==> src/rtl/cordic_sincos.sv <==
// -----------------------------------------------------------------------------
// cordic_sincos
//
// Converts a signed pitch angle into unit-gravity y/z accelerometer components,
// y = sin(angle) and z = cos(angle), using an iterative rotation-mode CORDIC
// (one micro-rotation per clock) behind a start/busy/done handshake.
//
// Ports
//   clk       in   1       system clock, rising edge
//   rst       in   1       synchronous reset, active-high
//   start     in   1       request strobe, honoured only in IDLE or DONE
//   angle_in  in   DATA_W  signed angle, Q2.13 radians (pi = 25736)
//   busy      out  1       high while in LOAD or ROTATE
//   done      out  1       one-cycle pulse when y_out/z_out update
//   y_out     out  DATA_W  signed sin(angle), Q1.14 (1.0 = 16384)
//   z_out     out  DATA_W  signed cos(angle), Q1.14
//
// Timing: start sampled at edge 0 -> LOAD work at edge 1 -> rotations at
// edges 2..ITERATIONS+1 -> result registered (done=1) at edge ITERATIONS+2.
// -----------------------------------------------------------------------------
module cordic_sincos #(
    parameter int DATA_W     = 16,
    parameter int ITERATIONS = 14,
    parameter int GUARD      = 2
) (
    input  logic              clk,
    input  logic              rst,
    input  logic              start,
    input  logic [DATA_W-1:0] angle_in,
    output logic              busy,
    output logic              done,
    output logic [DATA_W-1:0] y_out,
    output logic [DATA_W-1:0] z_out
);

    // Internal datapath width: one extra bit over the guarded data width so
    // the CORDIC gain growth and the folded angle never overflow.
    localparam int IW = DATA_W + GUARD + 1;
    localparam int CW = (ITERATIONS > 1) ? $clog2(ITERATIONS) : 1;

    localparam logic signed [DATA_W:0] PI_C      = (DATA_W+1)'(25736);
    localparam logic signed [DATA_W:0] NEG_PI_C  = -PI_C;
    localparam logic signed [DATA_W:0] HPI_C     = (DATA_W+1)'(12868);
    localparam logic signed [DATA_W:0] NEG_HPI_C = -HPI_C;

    // Start vector x = K * 1.0 so no gain correction is needed at the end.
    localparam logic signed [IW-1:0] X_INIT_C  = IW'(9949 << GUARD);
    localparam logic signed [IW-1:0] RND_C     = IW'(1 << (GUARD - 1));
    localparam logic signed [IW-1:0] ONE_C     = IW'(1 << (DATA_W - 2));
    localparam logic signed [IW-1:0] NEG_ONE_C = -ONE_C;
    localparam logic [CW-1:0]        LAST_IT_C = CW'(ITERATIONS - 1);

    typedef enum logic [1:0] {
        S_IDLE   = 2'd0,
        S_LOAD   = 2'd1,
        S_ROTATE = 2'd2,
        S_DONE   = 2'd3
    } state_t;

    state_t                   state_q, state_d;
    logic [CW-1:0]            iter_q, iter_d;
    logic [DATA_W-1:0]        angle_q, angle_d;
    logic                     neg_q, neg_d;
    logic signed [IW-1:0]     x_q, x_d;
    logic signed [IW-1:0]     y_q, y_d;
    logic signed [IW-1:0]     z_q, z_d;
    logic [DATA_W-1:0]        y_out_q, y_out_d;
    logic [DATA_W-1:0]        z_out_q, z_out_d;
    logic                     done_q, done_d;

    // -------------------------------------------------------------------------
    // Arctangent ROM: round(atan(2^-i) * 2^(13+GUARD)). Entries are scaled for
    // GUARD = 2 (angle LSB of 2^-15 rad inside the datapath).
    // -------------------------------------------------------------------------
    function automatic logic signed [IW-1:0] atan_rom(input logic [CW-1:0] idx);
        case (int'(idx))
            0:       return IW'(25736);
            1:       return IW'(15193);
            2:       return IW'(8027);
            3:       return IW'(4075);
            4:       return IW'(2045);
            5:       return IW'(1024);
            6:       return IW'(512);
            7:       return IW'(256);
            8:       return IW'(128);
            9:       return IW'(64);
            10:      return IW'(32);
            11:      return IW'(16);
            12:      return IW'(8);
            13:      return IW'(4);
            14:      return IW'(2);
            15:      return IW'(1);
            default: return '0;
        endcase
    endfunction

    // Saturate a rounded result to +/-1.0 in the output format.
    function automatic logic [DATA_W-1:0] sat_unit(input logic signed [IW-1:0] v);
        if (v > ONE_C) begin
            return ONE_C[DATA_W-1:0];
        end else if (v < NEG_ONE_C) begin
            return NEG_ONE_C[DATA_W-1:0];
        end else begin
            return v[DATA_W-1:0];
        end
    endfunction

    // -------------------------------------------------------------------------
    // LOAD datapath: clamp to [-pi, pi] then fold into [-pi/2, pi/2]. The fold
    // by pi negates both sin and cos, which is undone in the DONE cycle.
    // -------------------------------------------------------------------------
    logic signed [DATA_W:0] ang_s;
    logic signed [DATA_W:0] ang_clamp;
    logic signed [DATA_W:0] ang_fold;
    logic                   neg_fold;
    logic signed [IW-1:0]   z_init;

    assign ang_s = {angle_q[DATA_W-1], angle_q};

    always_comb begin
        ang_clamp = ang_s;
        if (ang_s > PI_C) begin
            ang_clamp = PI_C;
        end else if (ang_s < NEG_PI_C) begin
            ang_clamp = NEG_PI_C;
        end
    end

    always_comb begin
        ang_fold = ang_clamp;
        neg_fold = 1'b0;
        if (ang_clamp > HPI_C) begin
            ang_fold = ang_clamp - PI_C;
            neg_fold = 1'b1;
        end else if (ang_clamp < NEG_HPI_C) begin
            ang_fold = ang_clamp + PI_C;
            neg_fold = 1'b1;
        end
    end

    assign z_init = IW'(ang_fold) <<< GUARD;

    // -------------------------------------------------------------------------
    // ROTATE datapath: one micro-rotation, direction chosen by the sign of the
    // residual angle (z >= 0 rotates positively).
    // -------------------------------------------------------------------------
    logic                 d_pos;
    logic signed [IW-1:0] x_sh;
    logic signed [IW-1:0] y_sh;
    logic signed [IW-1:0] atan_val;
    logic signed [IW-1:0] x_rot;
    logic signed [IW-1:0] y_rot;
    logic signed [IW-1:0] z_rot;

    assign d_pos    = ~z_q[IW-1];
    assign x_sh     = x_q >>> iter_q;
    assign y_sh     = y_q >>> iter_q;
    assign atan_val = atan_rom(iter_q);
    assign x_rot    = d_pos ? (x_q - y_sh) : (x_q + y_sh);
    assign y_rot    = d_pos ? (y_q + x_sh) : (y_q - x_sh);
    assign z_rot    = d_pos ? (z_q - atan_val) : (z_q + atan_val);

    // -------------------------------------------------------------------------
    // DONE datapath: drop guard bits with round-half-up, undo the fold, clamp.
    // -------------------------------------------------------------------------
    logic signed [IW-1:0] y_rnd;
    logic signed [IW-1:0] x_rnd;
    logic signed [IW-1:0] y_sgn;
    logic signed [IW-1:0] x_sgn;

    assign y_rnd = (y_q + RND_C) >>> GUARD;
    assign x_rnd = (x_q + RND_C) >>> GUARD;
    assign y_sgn = neg_q ? -y_rnd : y_rnd;
    assign x_sgn = neg_q ? -x_rnd : x_rnd;

    // -------------------------------------------------------------------------
    // Next-state / next-data logic
    // -------------------------------------------------------------------------
    always_comb begin
        state_d = state_q;
        iter_d  = iter_q;
        angle_d = angle_q;
        neg_d   = neg_q;
        x_d     = x_q;
        y_d     = y_q;
        z_d     = z_q;
        y_out_d = y_out_q;
        z_out_d = z_out_q;
        done_d  = 1'b0;

        case (state_q)
            S_IDLE: begin
                if (start) begin
                    angle_d = angle_in;
                    state_d = S_LOAD;
                end
            end

            S_LOAD: begin
                x_d     = X_INIT_C;
                y_d     = '0;
                z_d     = z_init;
                neg_d   = neg_fold;
                iter_d  = '0;
                state_d = S_ROTATE;
            end

            S_ROTATE: begin
                x_d = x_rot;
                y_d = y_rot;
                z_d = z_rot;
                if (iter_q == LAST_IT_C) begin
                    iter_d  = '0;
                    state_d = S_DONE;
                end else begin
                    iter_d = iter_q + 1'b1;
                end
            end

            S_DONE: begin
                y_out_d = sat_unit(y_sgn);
                z_out_d = sat_unit(x_sgn);
                done_d  = 1'b1;
                if (start) begin
                    angle_d = angle_in;
                    state_d = S_LOAD;
                end else begin
                    state_d = S_IDLE;
                end
            end

            default: begin
                state_d = S_IDLE;
            end
        endcase
    end

    // -------------------------------------------------------------------------
    // State registers
    // -------------------------------------------------------------------------
    always_ff @(posedge clk) begin
        if (rst) begin
            state_q <= S_IDLE;
            iter_q  <= '0;
            angle_q <= '0;
            neg_q   <= 1'b0;
            x_q     <= '0;
            y_q     <= '0;
            z_q     <= '0;
            y_out_q <= '0;
            z_out_q <= '0;
            done_q  <= 1'b0;
        end else begin
            state_q <= state_d;
            iter_q  <= iter_d;
            angle_q <= angle_d;
            neg_q   <= neg_d;
            x_q     <= x_d;
            y_q     <= y_d;
            z_q     <= z_d;
            y_out_q <= y_out_d;
            z_out_q <= z_out_d;
            done_q  <= done_d;
        end
    end

    assign busy  = (state_q == S_LOAD) || (state_q == S_ROTATE);
    assign done  = done_q;
    assign y_out = y_out_q;
    assign z_out = z_out_q;

endmodule

==> config.mk <==
export PLATFORM = sky130hd
export DESIGN_NAME = cordic_sincos
export DESIGN_NICKNAME = d
export VERILOG_FILES = /design/src/rtl/cordic_sincos.sv
export SDC_FILE = /design/constraint.sdc
export NUM_CORES = 1
export LEC_CHECK = 0
export BUFFER_PORTS_ARGS = -buffer_cell sky130_fd_sc_hd__buf_2
export CORE_UTILIZATION = 45
export CTS_CLUSTER_SIZE = 24
export DETAILED_ROUTE_END_ITERATION = 8
export SYNTH_ARGS = -nofsm -noshare
export SYNTH_HDL_FRONTEND = slang
export SYNTH_SLANG_ARGS = --single-unit
==> constraint.sdc <==
create_clock -name clk -period 6.2 [get_ports clk]
set_input_delay 0.31 -clock clk [delete_from_list [all_inputs] [get_ports clk]]
set_output_delay 0.31 -clock clk [all_outputs]
set_load 0.1 [all_outputs]
==> results_dict.tcl, run 1 <==
set metrics [dict create \
    crit_fanout 47 \
    n_fill_cell 2901 \
    routed_via_density 6.13 \
    power_density_nw_per_um2 455 \
    synth_flop_cell "dfxtp_1" \
    grt_pass1_wl_mm 63.8 \
    n_antenna_cell 0 \
    place_ws_ns 0.920 \
    synth_top_cell_area_share_pct 19.0 \
    design.core.area_um2 29600 \
    hpwlAfterDp_mm 28.5 \
    cts_hold_buf 0 \
    ioPinCount 53 \
    relSlewSlack_pct 24.1 \
    crit_type "flop to flop" \
    whs_ns 0.105 \
    layout-drive-gt1-share_pct 11.6 \
    start_util_pct 45.7 \
    drc 0 \
    dieArea_um2 30700 \
    synth_seq_cells 128 \
    fin_crit_sh_pct 86.7 \
    htree_levels 4 \
    setup_violations 0 \
    clockRootBuffer "clkbuf_16" \
    clock-sinks 128 \
    setup_slack_ns 0.824 \
    yosysMostFrequentCell "nand2_1" \
    numCtsBuffers 17 \
    antenna_found_initial 0 \
    syn-num-nets 1869 \
    fin_nets 1840 \
    grt_pass1_vias 12365 \
    synth_top_cell_by_area "dfxtp_1" \
    critPathLaunchType "flop" \
    ys_warn_count 0 \
    cpPeakStageDelay_ns 1.01 \
    grt_overflow 0 \
    rsz0062_at_grt "false" \
    cts_resized 0 \
    cts_tree "built" \
    async_reset_ff_share_pct 0 \
    yosysSeqAreaShare_pct 19.0 \
    syn_area_um2 13500 \
    irDropWorstVdd_mv 0.360 \
    period_minus_slack_ns 5.38 \
    fp-row-count 63 \
    worstPathArrival_ns 5.74 \
    crit_slowest_cell "dfxtp_2" \
    grt_max_degree 48 \
    cp-end-kind "flop" \
    insertion_delay_ns 0.44 \
    fin_tns_setup_ns 0 \
    cap_violations 0 \
    power.leakage_nw 5.66 \
    run_status "finished clean" \
    crit_family "compound AO/OA/AOI/OAI gates" \
    synth_common_cells "187 x nand2_1, 164 x nor2_1, 128 x dfxtp_1" \
    skew_ns 0.0114 \
    finalWirelength_mm 38.9 \
    cp_cell_sequence "mux4_2 > mux2i_1 > mux2i_1 > a2111oi_1 > and3_1 > and3b_1 > nor3b_1 > nor2_1 > xor2_1 > ha_1 > a21o_1 > a21oi_1 > o21ai_0 > a31o_2 > a31o_2 > xnor2_1 > or3_1 > o21ai_0" \
    path_clk_slew_ns 0.06 \
    die_h_um 175 \
    cts_buffer_depth 2 \
    syn2layout_area_growth_pct 7.90 \
    cp_num_buf_inv 0 \
    place.gp.congestion 0.927 \
    post_cts_buffers 0 \
    routedWlPerCell_um 18.1 \
    min_path_type "input port to flop" \
    drtPass1Iterations 6 \
    cp.required_ns 6.56 \
    numPortBuffers 52 \
    chipWidth_um 175 \
    slew_violations 0 \
    hold_viol_final 0 \
    grt_usage_pct 25.5 \
    worst_pin_slew_ns 1.13 \
    fmax_mhz 186 \
    drt_iter0_markers 948 \
    syn_area_per_cell_um2 7.64 \
    synth_edf_count 0 \
    synth_area_leaders "dfxtp_1 19%, ha_1 7.2%, xnor2_1 6.5%" \
    dr_total_vias 13143 \
    postRouteAntennaNets 0 \
    synthCells 1769 \
    ys_types 96 \
]
## path summary, 6_finish.rpt
check	from	endpoint	slack, ns	cells after the start
setup reg to reg	iter_q[1]	y_q[18]	0.82	18
hold reg to reg	z_out[2]	z_out[2]	0.44	2
hold / removal	angle_in[12]	angle_q[12]	0.10	3
setup / recovery	iter_q[1]	y_q[18]	0.82	18
## registers in the layout, indices dropped and copies added (netlist names), 2 cells and up
signal    flops
y_out        16
atan_val     15
x_q          19
iter_q        4
angle_q      16
z_q          19
y_q          19
state_q       2
z_out        16
## cell type report
cell class                 instances  area (µm²)  share of cell area (%)
multi-input combinational       1451       10200                    69.6
timing repair buffer              74         438                    3.00
tap                              390         488                    3.35
clock inverter                    14         253                    1.73
sequential                       128        2570                    17.6
clock buffer                      18         429                    2.94
inverter                          68         255                    1.75
## tightest hold or removal path, delay by kind of cell
family                 cells  cell delay [ns]
buffers and inverters      1             0.09
AND/OR/NAND/NOR            1             0.04
AO/OA/AOI/OAI              1             0.05
## routing by layer
layer  GRT usage [%]  vias to the layer above  wire [µm]
li1                -                     6433          -
met5               0                        -          0
met4            9.42                        0       1230
met3            3.20                       77       1660
met2            44.4                      403      18600
met1            32.1                     6230      17400
## stage by stage
stage               util (%)  cells  cell area (µm²)  power, mW
detailed placement      47.0   2111            13900       5.42
floorplan                  -   1769            13500       4.54
finish                  49.3   2143            14600       6.64
global route            49.3   2143            14600       7.18
CTS                     49.3   2143            14600       6.64
global placement        47.0   2111            13900       5.38
## cells by family (layout without fill, tap and decap cells)
| logic type | count (synthesis) | in the layout | synth area share [%] |
|---|---|---|---|
| XOR/XNOR | 157 | 157 | 10.2 |
| buffers and inverters | 190 | 174 | 5.97 |
| adder cells (fa/ha/maj) | 81 | 81 | 7.66 |
| flip-flops | 128 | 128 | 19.0 |
| AO/OA/AOI/OAI | 490 | 490 | 24.5 |
| multiplexers | 93 | 93 | 10.0 |
| AND/OR/NAND/NOR | 630 | 630 | 22.6 |
## cells in the final DEF, fill, tap and decap left out, types with 11 or more instances in the layout
cell / instances
nand2_1: 187
nor2_1: 161
dfxtp_1: 124
a21oi_1: 123
xnor2_1: 100
o21ai_0: 97
ha_1: 78
inv_1: 67
xor2_1: 56
nor3_1: 54
buf_2: 52
nand3_1: 49
mux2i_1: 46
mux4_2: 30
a31oi_1: 30
a211oi_1: 24
o21a_1: 21
buf_4: 21
nor2b_1: 19
or3_1: 18
nor4_1: 18
a22oi_1: 17
clkbuf_16: 17
nand2b_1: 16
and2_1: 16
and3_1: 16
mux2_2: 15
a21o_1: 15
nand4_1: 15
o211ai_1: 12
o31ai_1: 12
or2_2: 11
o21ai_2: 11
a22o_1: 11
## report_power, final
| group | switching [mW] | internal (mW) |
|---|---|---|
| combinational | 2.46 | 1.69 |
| clock | 0.428 | 0.763 |
| sequential | 0.342 | 0.965 |
Note: power is estimated with default switching activity, not from simulation.
==> run 2: changes to the inputs <==
Settings changed: CELL_PAD_IN_SITES_DETAIL_PLACEMENT set to 0, CELL_PAD_IN_SITES_GLOBAL_PLACEMENT set to 2, CORE_UTILIZATION 45 to 38, PLACE_DENSITY_LB_ADDON set to 0.1.
==> run 2 against run 1 <==
Core utilization decreased by 7.2 points. Sequential share of layout area decreased by 0.10 points. Total power decreased by 0.40%. Non-clock buffer count increased by 10. Die area increased by 18%. Combinational power increased by 2%. Largest cell class unchanged. Largest power group unchanged.
==> results_dict.tcl, run 2 (synthesized netlist as in run 1, its figures left out) <==
set metrics [dict create \
    finalWirelength_mm 42.2 \
    grt_pass1_vias 12555 \
    start_util_pct 38.8 \
    final_cell_mix "187 x nand2_1, 161 x nor2_1, 123 x a21oi_1, 123 x dfxtp_1, 100 x xnor2_1" \
    fin_crit_sh_pct 87.9 \
    grt_usage_pct 23.8 \
    numCtsBuffers 17 \
    hpwlAfterDp_mm 31.4 \
    fmax_mhz 184 \
    drt_iter0_markers 760 \
    cp-end-kind "flop" \
    routedWlPerCell_um 19.0 \
    cts_resized 0 \
    postRouteAntennaNets 0 \
    place_inst 2186 \
    clockRootBuffer "clkbuf_16" \
    fin_tns_setup_ns 0 \
    skew_ns 0.00960 \
    syn2layout_area_growth_pct 8.59 \
    top_regs "x_q: 19 flops, y_q: 19 flops, z_q: 19 flops" \
    dieArea_um2 36300 \
    cpMostUsedCell "a21oi_1" \
    cts_buffer_depth 2 \
    ioPinCount 53 \
    power_mw 6.62 \
    routed_via_density 5.80 \
    stdcell_count 2218 \
    crit_type "flop to flop" \
    critPathLaunchType "flop" \
    power_density_nw_per_um2 451 \
    place.gp.congestion 0.873 \
    layout-drive-gt1-share_pct 12.1 \
    cpPeakStageDelay_ns 0.69 \
    cp_num_buf_inv 2 \
    run_status "finished clean" \
    min_path_type "input port to flop" \
    worstPathArrival_ns 5.76 \
    fin_nets 1850 \
    slew_violations 0 \
    rsz0062_at_grt "false" \
    cts_tree "built" \
    die_h_um 191 \
    power.leakage_nw 5.69 \
    design.core.area_um2 34800 \
    chipWidth_um 191 \
    numPortBuffers 52 \
    worst_pin_slew_ns 1.06 \
    whs_ns 0.0582 \
    path_clk_slew_ns 0.06 \
    cts_hold_buf 0 \
    clock-sinks 128 \
    mostFrequentLayoutCell "nand2_1" \
    relSlewSlack_pct 29.6 \
    antenna_found_initial 0 \
    cap_violations 0 \
    post_cts_buffers 0 \
    grt_overflow 0 \
    cp.required_ns 6.51 \
    drc 0 \
    period_minus_slack_ns 5.45 \
    grt_max_degree 74 \
    n_antenna_cell 0 \
    insertion_delay_ns 0.45 \
    dr_total_vias 12855 \
    hold_viol_final 0 \
    grt_pass1_wl_mm 67.7 \
    irDropWorstVdd_mv 0.325 \
    crit_fanout 30 \
    setup_violations 0 \
    fp-row-count 68 \
    drtPass1Iterations 5 \
    crit_slowest_cell "dfxtp_2" \
    crit_family "compound AO/OA/AOI/OAI gates" \
    htree_levels 4 \
    cp_cell_sequence "buf_4 > mux4_1 > nor2b_1 > a211oi_1 > a21oi_1 > inv_1 > ha_1 > nor2_1 > xor2_1 > ha_1 > nor2b_1 > o31ai_1 > a2bb2oi_1 > a41oi_1 > a21oi_1 > a41o_1 > o41ai_1 > xnor2_1 > a21oi_1 > o22ai_1" \
]
==> run 2: worst paths after layout <==
kind	start	end	slack [ns]	depth (start not counted)
max reg2reg	iter_q[0]	x_q[18]	0.75	20
min reg2reg	y_out[2]	y_out[2]	0.45	2
min	rst	z_out[14]	0.06	2
max	iter_q[0]	x_q[18]	0.75	20
==> run 2: final cells by class <==
cell class | instances | area [µm²]
Clock inverter | 13 | 186
Clock buffer | 19 | 443
Tap cell | 455 | 569
Fill cell | 3601 | 20100
Inverter | 68 | 255
Timing Repair Buffer | 84 | 500
Multi-Input combinational cell | 1451 | 10200
Sequential cell | 128 | 2570
==> run 2: stage by stage <==
step	setup WS [ns]	instance area, µm²	utilization [%]
2_1_floorplan	1.42	13500	-
3_3_place_gp	0.865	14000	40.4
3_5_place_dp	0.767	14000	40.4
4_1_cts	0.728	14700	42.2
5_1_grt	0.204	14700	42.2
6_report	0.751	14700	42.2
==> run 2: per-layer routing <==
metal	global-route usage (%)	vias to the layer above	part of all wire, %
li1	-	6439	-
met1	29.0	6043	45
met2	41.2	297	47
met3	3.24	76	3.4
met4	11.1	0	3.9
met5	0	-	0
==> run 2: report_power, final <==
part           total [mW]  leakage, nW  switching [mW]  internal, mW
Sequential           1.29         1.04           0.327         0.965
Clock                1.11        0.307           0.426         0.684
Combinational        4.21         4.34            2.52          1.69
Total                6.62         5.69            3.27          3.34
==> run 2: worst reg2reg max path: cells and delay by family (launching register included) <==
| family | cells | cell delay [ns] |
|---|---|---|
| multiplexers | 1 | 0.61 |
| AO/OA/AOI/OAI | 10 | 2.23 |
| adder cells (fa/ha/maj) | 2 | 0.53 |
| XOR/XNOR | 2 | 0.32 |
| AND/OR/NAND/NOR | 3 | 0.37 |
| flip-flops | 1 | 0.69 |
| buffers and inverters | 2 | 0.58 |
